--- config.mk ---
export PLATFORM = sky130hd
export DESIGN_NAME = sevenseg_scan_driver
export DESIGN_NICKNAME = d
export VERILOG_FILES = /design/src/rtl/sevenseg_scan_driver.sv
export SDC_FILE = /design/constraint.sdc
export NUM_CORES = 1
export LEC_CHECK = 0
export ABC_AREA = 1
export CAP_MARGIN = 20
export CORE_MARGIN = 3
export CORE_UTILIZATION = 55
export DETAILED_ROUTE_END_ITERATION = 8
export HOLD_SLACK_MARGIN = 0.08
export PLACE_DENSITY = 0.91
export SETUP_SLACK_MARGIN = 0.15
export SYNTH_ARGS = -nofsm -noshare
export SYNTH_HDL_FRONTEND = slang
export SYNTH_SLANG_ARGS = --single-unit
--- constraint.sdc ---
create_clock -name clk -period 2.1 [get_ports clk]
set_input_delay 0.21 -clock clk [delete_from_list [all_inputs] [get_ports clk]]
set_output_delay 0.21 -clock clk [all_outputs]
set_load 0.1 [all_outputs]
--- src/rtl/sevenseg_scan_driver.sv ---
// Time-multiplexed scan driver for a common-anode 7-segment display.
// One digit snapshot per frame, optional leading-zero blanking, anode guard band per slot.
module sevenseg_scan_driver #(
  parameter int unsigned DIGITS      = 5,
  parameter int unsigned REFRESH_DIV = 50000,
  parameter int unsigned GUARD       = 4
) (
  input  logic              clk,
  input  logic              reset_n,
  input  logic [3:0]        ones,
  input  logic [3:0]        tens,
  input  logic [3:0]        hundreds,
  input  logic [3:0]        thousands,
  input  logic [3:0]        tenThousands,
  input  logic              blankZeros,
  output logic [6:0]        segments,
  output logic [DIGITS-1:0] anodes,
  output logic              frameStrobe
);

  localparam int unsigned TW = $clog2(REFRESH_DIV);
  localparam int unsigned IW = (DIGITS > 1) ? $clog2(DIGITS) : 1;
  localparam int unsigned SW = DIGITS * 4;
  localparam logic [TW-1:0] TICK_LAST  = TW'(REFRESH_DIV - 1);
  localparam logic [TW-1:0] TICK_GUARD = TW'(GUARD);
  localparam logic [IW-1:0] IDX_LAST   = IW'(DIGITS - 1);

  typedef enum logic {IDLE, SCAN} state_t;

  state_t                  state, state_nx;
  logic [IW-1:0]           idx;
  logic [TW-1:0]           tick;
  logic [DIGITS-1:0][3:0]  shadow;
  logic [DIGITS-1:0][3:0]  din_snap;
  logic                    shadow_blank;
  logic                    slot_end;
  logic                    load;
  logic [DIGITS-1:0]       blank;
  logic                    zero_above;
  logic [6:0]              seg_nx;
  logic [DIGITS-1:0]       an_nx;
  logic                    strobe_nx;

  function automatic logic [6:0] decode(input logic [3:0] v);
    case (v)
      4'h0: decode = 7'b1000000;
      4'h1: decode = 7'b1111001;
      4'h2: decode = 7'b0100100;
      4'h3: decode = 7'b0110000;
      4'h4: decode = 7'b0011001;
      4'h5: decode = 7'b0010010;
      4'h6: decode = 7'b0000010;
      4'h7: decode = 7'b1111000;
      4'h8: decode = 7'b0000000;
      4'h9: decode = 7'b0010000;
      4'hA: decode = 7'b0001000;
      4'hB: decode = 7'b0000011;
      4'hC: decode = 7'b1000110;
      4'hD: decode = 7'b0100001;
      4'hE: decode = 7'b0000110;
      default: decode = 7'b0001110;
    endcase
  endfunction

  // Digit ports are fixed at five; fewer DIGITS truncates, more zero-fills the top.
  assign din_snap = SW'({tenThousands, thousands, hundreds, tens, ones});
  assign slot_end = (tick == TICK_LAST);
  assign load     = (state == IDLE) || (slot_end && (idx == IDX_LAST));

  always_ff @(posedge clk) begin
    if (!reset_n) state <= IDLE;
    else          state <= state_nx;
  end

  always_comb begin
    state_nx = state;
    case (state)
      IDLE:    state_nx = SCAN;
      SCAN:    state_nx = SCAN;
      default: state_nx = IDLE;
    endcase
  end

  always_ff @(posedge clk) begin
    if (!reset_n) begin
      idx          <= '0;
      tick         <= '0;
      shadow       <= '0;
      shadow_blank <= 1'b0;
    end else begin
      if (state == IDLE) begin
        idx  <= '0;
        tick <= '0;
      end else if (slot_end) begin
        tick <= '0;
        idx  <= (idx == IDX_LAST) ? '0 : idx + 1'b1;
      end else begin
        tick <= tick + 1'b1;
      end
      if (load) begin
        shadow       <= din_snap;
        shadow_blank <= blankZeros;
      end
    end
  end

  // A digit is blanked only if it and every more-significant digit are zero.
  always_comb begin
    blank      = '0;
    zero_above = 1'b1;
    for (int unsigned i = DIGITS - 1; i > 0; i--) begin
      zero_above = zero_above & (shadow[i] == 4'd0);
      blank[i]   = shadow_blank & zero_above;
    end
  end

  always_comb begin
    an_nx     = '1;
    seg_nx    = 7'h7F;
    strobe_nx = load;
    if (state == SCAN && !blank[idx]) begin
      seg_nx = decode(shadow[idx]);
      if (tick >= TICK_GUARD) an_nx[idx] = 1'b0;
    end
  end

  always_ff @(posedge clk) begin
    if (!reset_n) begin
      anodes      <= '1;
      segments    <= 7'h7F;
      frameStrobe <= 1'b0;
    end else begin
      anodes      <= an_nx;
      segments    <= seg_nx;
      frameStrobe <= strobe_nx;
    end
  end

endmodule

==> results of run 1 <==
[layout make-up]
type / count / share of cell area, %
Clock buffer: 5 / 2.064
Multi-Input combinational cell: 296 / 44.62
Clock inverter: 3 / 2.064
Inverter: 36 / 4.240
Sequential cell: 54 / 32.61
Tap cell: 67 / 2.514
Timing Repair Buffer: 45 / 11.89
[flip-flops by register name, indices dropped and copies added, names as in the netlist]
signal and count:
idx 3, frameStrobe 1, shadow 20, anodes 5, shadow_blank 1, segments 7, tick 16, state 1
[layout by cell type, fill, tap and decap left out, types with 3 or more instances in the layout]
cell type	synthesis	routed
nand2_1	110	110
nand3_1	54	54
dfxtp_1	54	51
nor2_1	38	36
inv_1	33	31
nand4_1	30	30
clkdlybuf4s50_1	0	22
buf_4	3	22
a21oi_1	11	11
nor3_1	10	10
ha_1	10	10
nor2_2	3	5
o21ai_0	7	5
clkbuf_8	0	5
or2_2	4	4
nor3b_1	4	4
inv_2	3	3
[worst max path at each step]
stage                       end  startpoint  slack [ns]  cells after the start
floorplan           segments[3]      idx[2]        0.33                     13
global placement    segments[1]      idx[1]        0.24                     12
detailed placement  segments[1]      idx[2]        0.18                     14
CTS                 segments[1]      idx[1]        0.16                     12
global route        segments[3]      idx[0]        0.09                     11
finish              segments[1]      idx[0]        0.23                     13
[report_power, final]
part           leakage (nW)  internal [mW]  switching, mW  total, mW
clock network        0.0683          0.477          0.349      0.826
registers             0.444           1.06         0.0276       1.09
logic                 0.945         0.0977          0.180      0.278
total                  1.46           1.63          0.557       2.19
[metal layers]
layer,routed length [microns],vias up
met3,423,22
met4,156,0
met1,2880,1257
met5,0,-
li1,-,1401
met2,2986,116
[worst max-delay path, cell delays in order (launching register included)]
cell	delay [ns]
dfxtp_2	0.37
clkinvlp_4	0.17
buf_4	0.19
nand4_1	0.06
nand3_1	0.10
nor2_2	0.17
buf_4	0.16
ha_1	0.24
inv_1	0.06
nor2_1	0.04
nand2_1	0.07
nand2_1	0.05
inv_1	0.06
nand2_1	0.04
[per-stage QoR]
step | hold WS [ns] | area, sq um
3_5_place_dp | 0.4560 | 3141
6_report | 0.4346 | 3334
3_3_place_gp | 0.4441 | 3141
2_1_floorplan | 0.2377 | 2793
4_1_cts | 0.4379 | 3279
5_1_grt | 0.4525 | 3334
[repair_timing]
item,in CTS,in global routing
gates cloned,0,0
setup endpoints to repair,1,16
gates resized for setup,1,12
pin swaps,0,1
setup buffers,0,4
[cells by family after synthesis]
logic type	count (synthesis)	share of synthesized area [%]
adders and majority gates	10	4.480
xor gates and xnor gates	2	0.6274
AOI/OAI and AO/OA	20	3.763
buffers and inverters	53	8.378
DFF	54	38.71
and+or+nand+nor	264	44.04
==> impl_metrics.json, run 1 <==
{
  "drt-pass1-iter-count": 6,
  "reg2reg_depth": 13,
  "coreArea_sq_um": 4817,
  "groute.layer.met1.usage_pct": 28.16,
  "grt_use_met2_pct": 34.63,
  "globalRouteMet3Util_pct": 4.577,
  "final_util_pct": 69.22,
  "rsz0062_at_grt": "yes",
  "synth_top_area_cell": "dfxtp_1",
  "ys_warn_count": 0,
  "r2r_slack_ns": 0.23,
  "cts_tree": "done",
  "vias": 2796,
  "syn_area_per_cell_sq_um": 6.930,
  "hold_path_class": "in2reg",
  "grt_max_degree": 45,
  "drt-vias-per-instance": 5.526,
  "p_total_mw": 2.190,
  "yosysMostFrequentCell": "nand2_1",
  "drive_gt1_share_pct": 12.53,
  "async_flop_share_pct": 0,
  "dp.cells": 494,
  "initial_core_util_pct": 57.97,
  "drt_iter0_drc": 224,
  "grt_busiest_layer": "met2",
  "synthCells": 403,
  "antenna_found_initial": 0,
  "root_buffer": "clkbuf_8",
  "drt_wl_total_microns": 6446,
  "syn_to_final_growth_pct": 19.40,
  "clk_pin_slew_ns": 0.10,
  "h-tree-depth": 2,
  "arrival_ns": 2.09,
  "synth-seq-cells": 54,
  "hold_depth": 3,
  "max_freq_ghz": 0.5354,
  "multi_input_area_sq_um": 1488,
  "die_x_microns": 77.26,
  "final_cells": 506,
  "grt_usage_pct": 21.59,
  "period_needed_ns": 1.868,
  "synth_edf_count": 0,
  "grt_pass1_wl_microns": 10520,
  "row_count": 25,
  "min_period_over_period_pct": 88.94,
  "yosysSeqAreaShare_pct": 38.71,
  "start_kind": "register",
  "synth_commonest_cells": "nand2_1, dfxtp_1, nand3_1, nor2_1, inv_1",
  "power_leakage_nw": 1.457,
  "powerDensity_nw_per_um2": 656.8,
  "fillers": 411,
  "synth_cell_type_count": 28,
  "dieArea_sq_um": 5968,
  "ys.flop_type": "dfxtp_1",
  "synth_area_leaders": "dfxtp_1, nand2_1, nand3_1, nand4_1, nor2_1",
  "r2r_end": "segments[1]",
  "cts_buffers": 5,
  "skew_ns": 0.008528,
  "setup-tns-final_ns": 0,
  "drc_errors": 0,
  "end_kind": "register",
  "cts_hold_buf": 0,
  "dp_slack_ns": 0.1845,
  "clk_path_buf_depth": 2,
  "hold_start": "tenThousands[0]",
  "clk_latency_ns": 0.32,
  "pin_count": 36,
  "grt_overflow": 0,
  "required_ns": 2.32,
  "synth_top_area_share_pct": 38.71,
  "netlist_area_sq_um": 2793,
  "numClockSinks": 54,
  "seqCellArea_sq_um": 1087,
  "hold_violations": 0,
  "diodes": 0,
  "first_global_vias": 2404,
  "critPathKind": "reg2reg",
  "hold_end": "shadow[16]",
  "antenna_left": 0,
  "cp_max_fo": 8,
  "hpwl_microns": 4496,
  "wl_per_cell_microns": 12.74,
  "tightest_slew_ns": 0.4200,
  "peakVddDrop_v": 0.0003854,
  "place.gp.congestion": 0.9685,
  "die_h_microns": 77.26,
  "final.setup.worst_slack_ns": 0.2323,
  "io_buffers": 35,
  "report.final.slew_viol_count": 0,
  "setup_viol": 0,
  "syn-num-nets": 436,
  "crit-reg2reg-launch": "idx[0]",
  "finalNetCount": 471,
  "outcome": "finished, final reports clean",
  "cap_violations": 0,
  "slew_headroom_pct": 71.71
}
No activity file was read; power rests on OpenSTA's default activity.
==> run 2: changes to the inputs <==
GPL_TIMING_DRIVEN = 1   (was unset)
==> results of run 2 <==
Same layout as run 1: the final DEF is identical, and so are final timing and power.
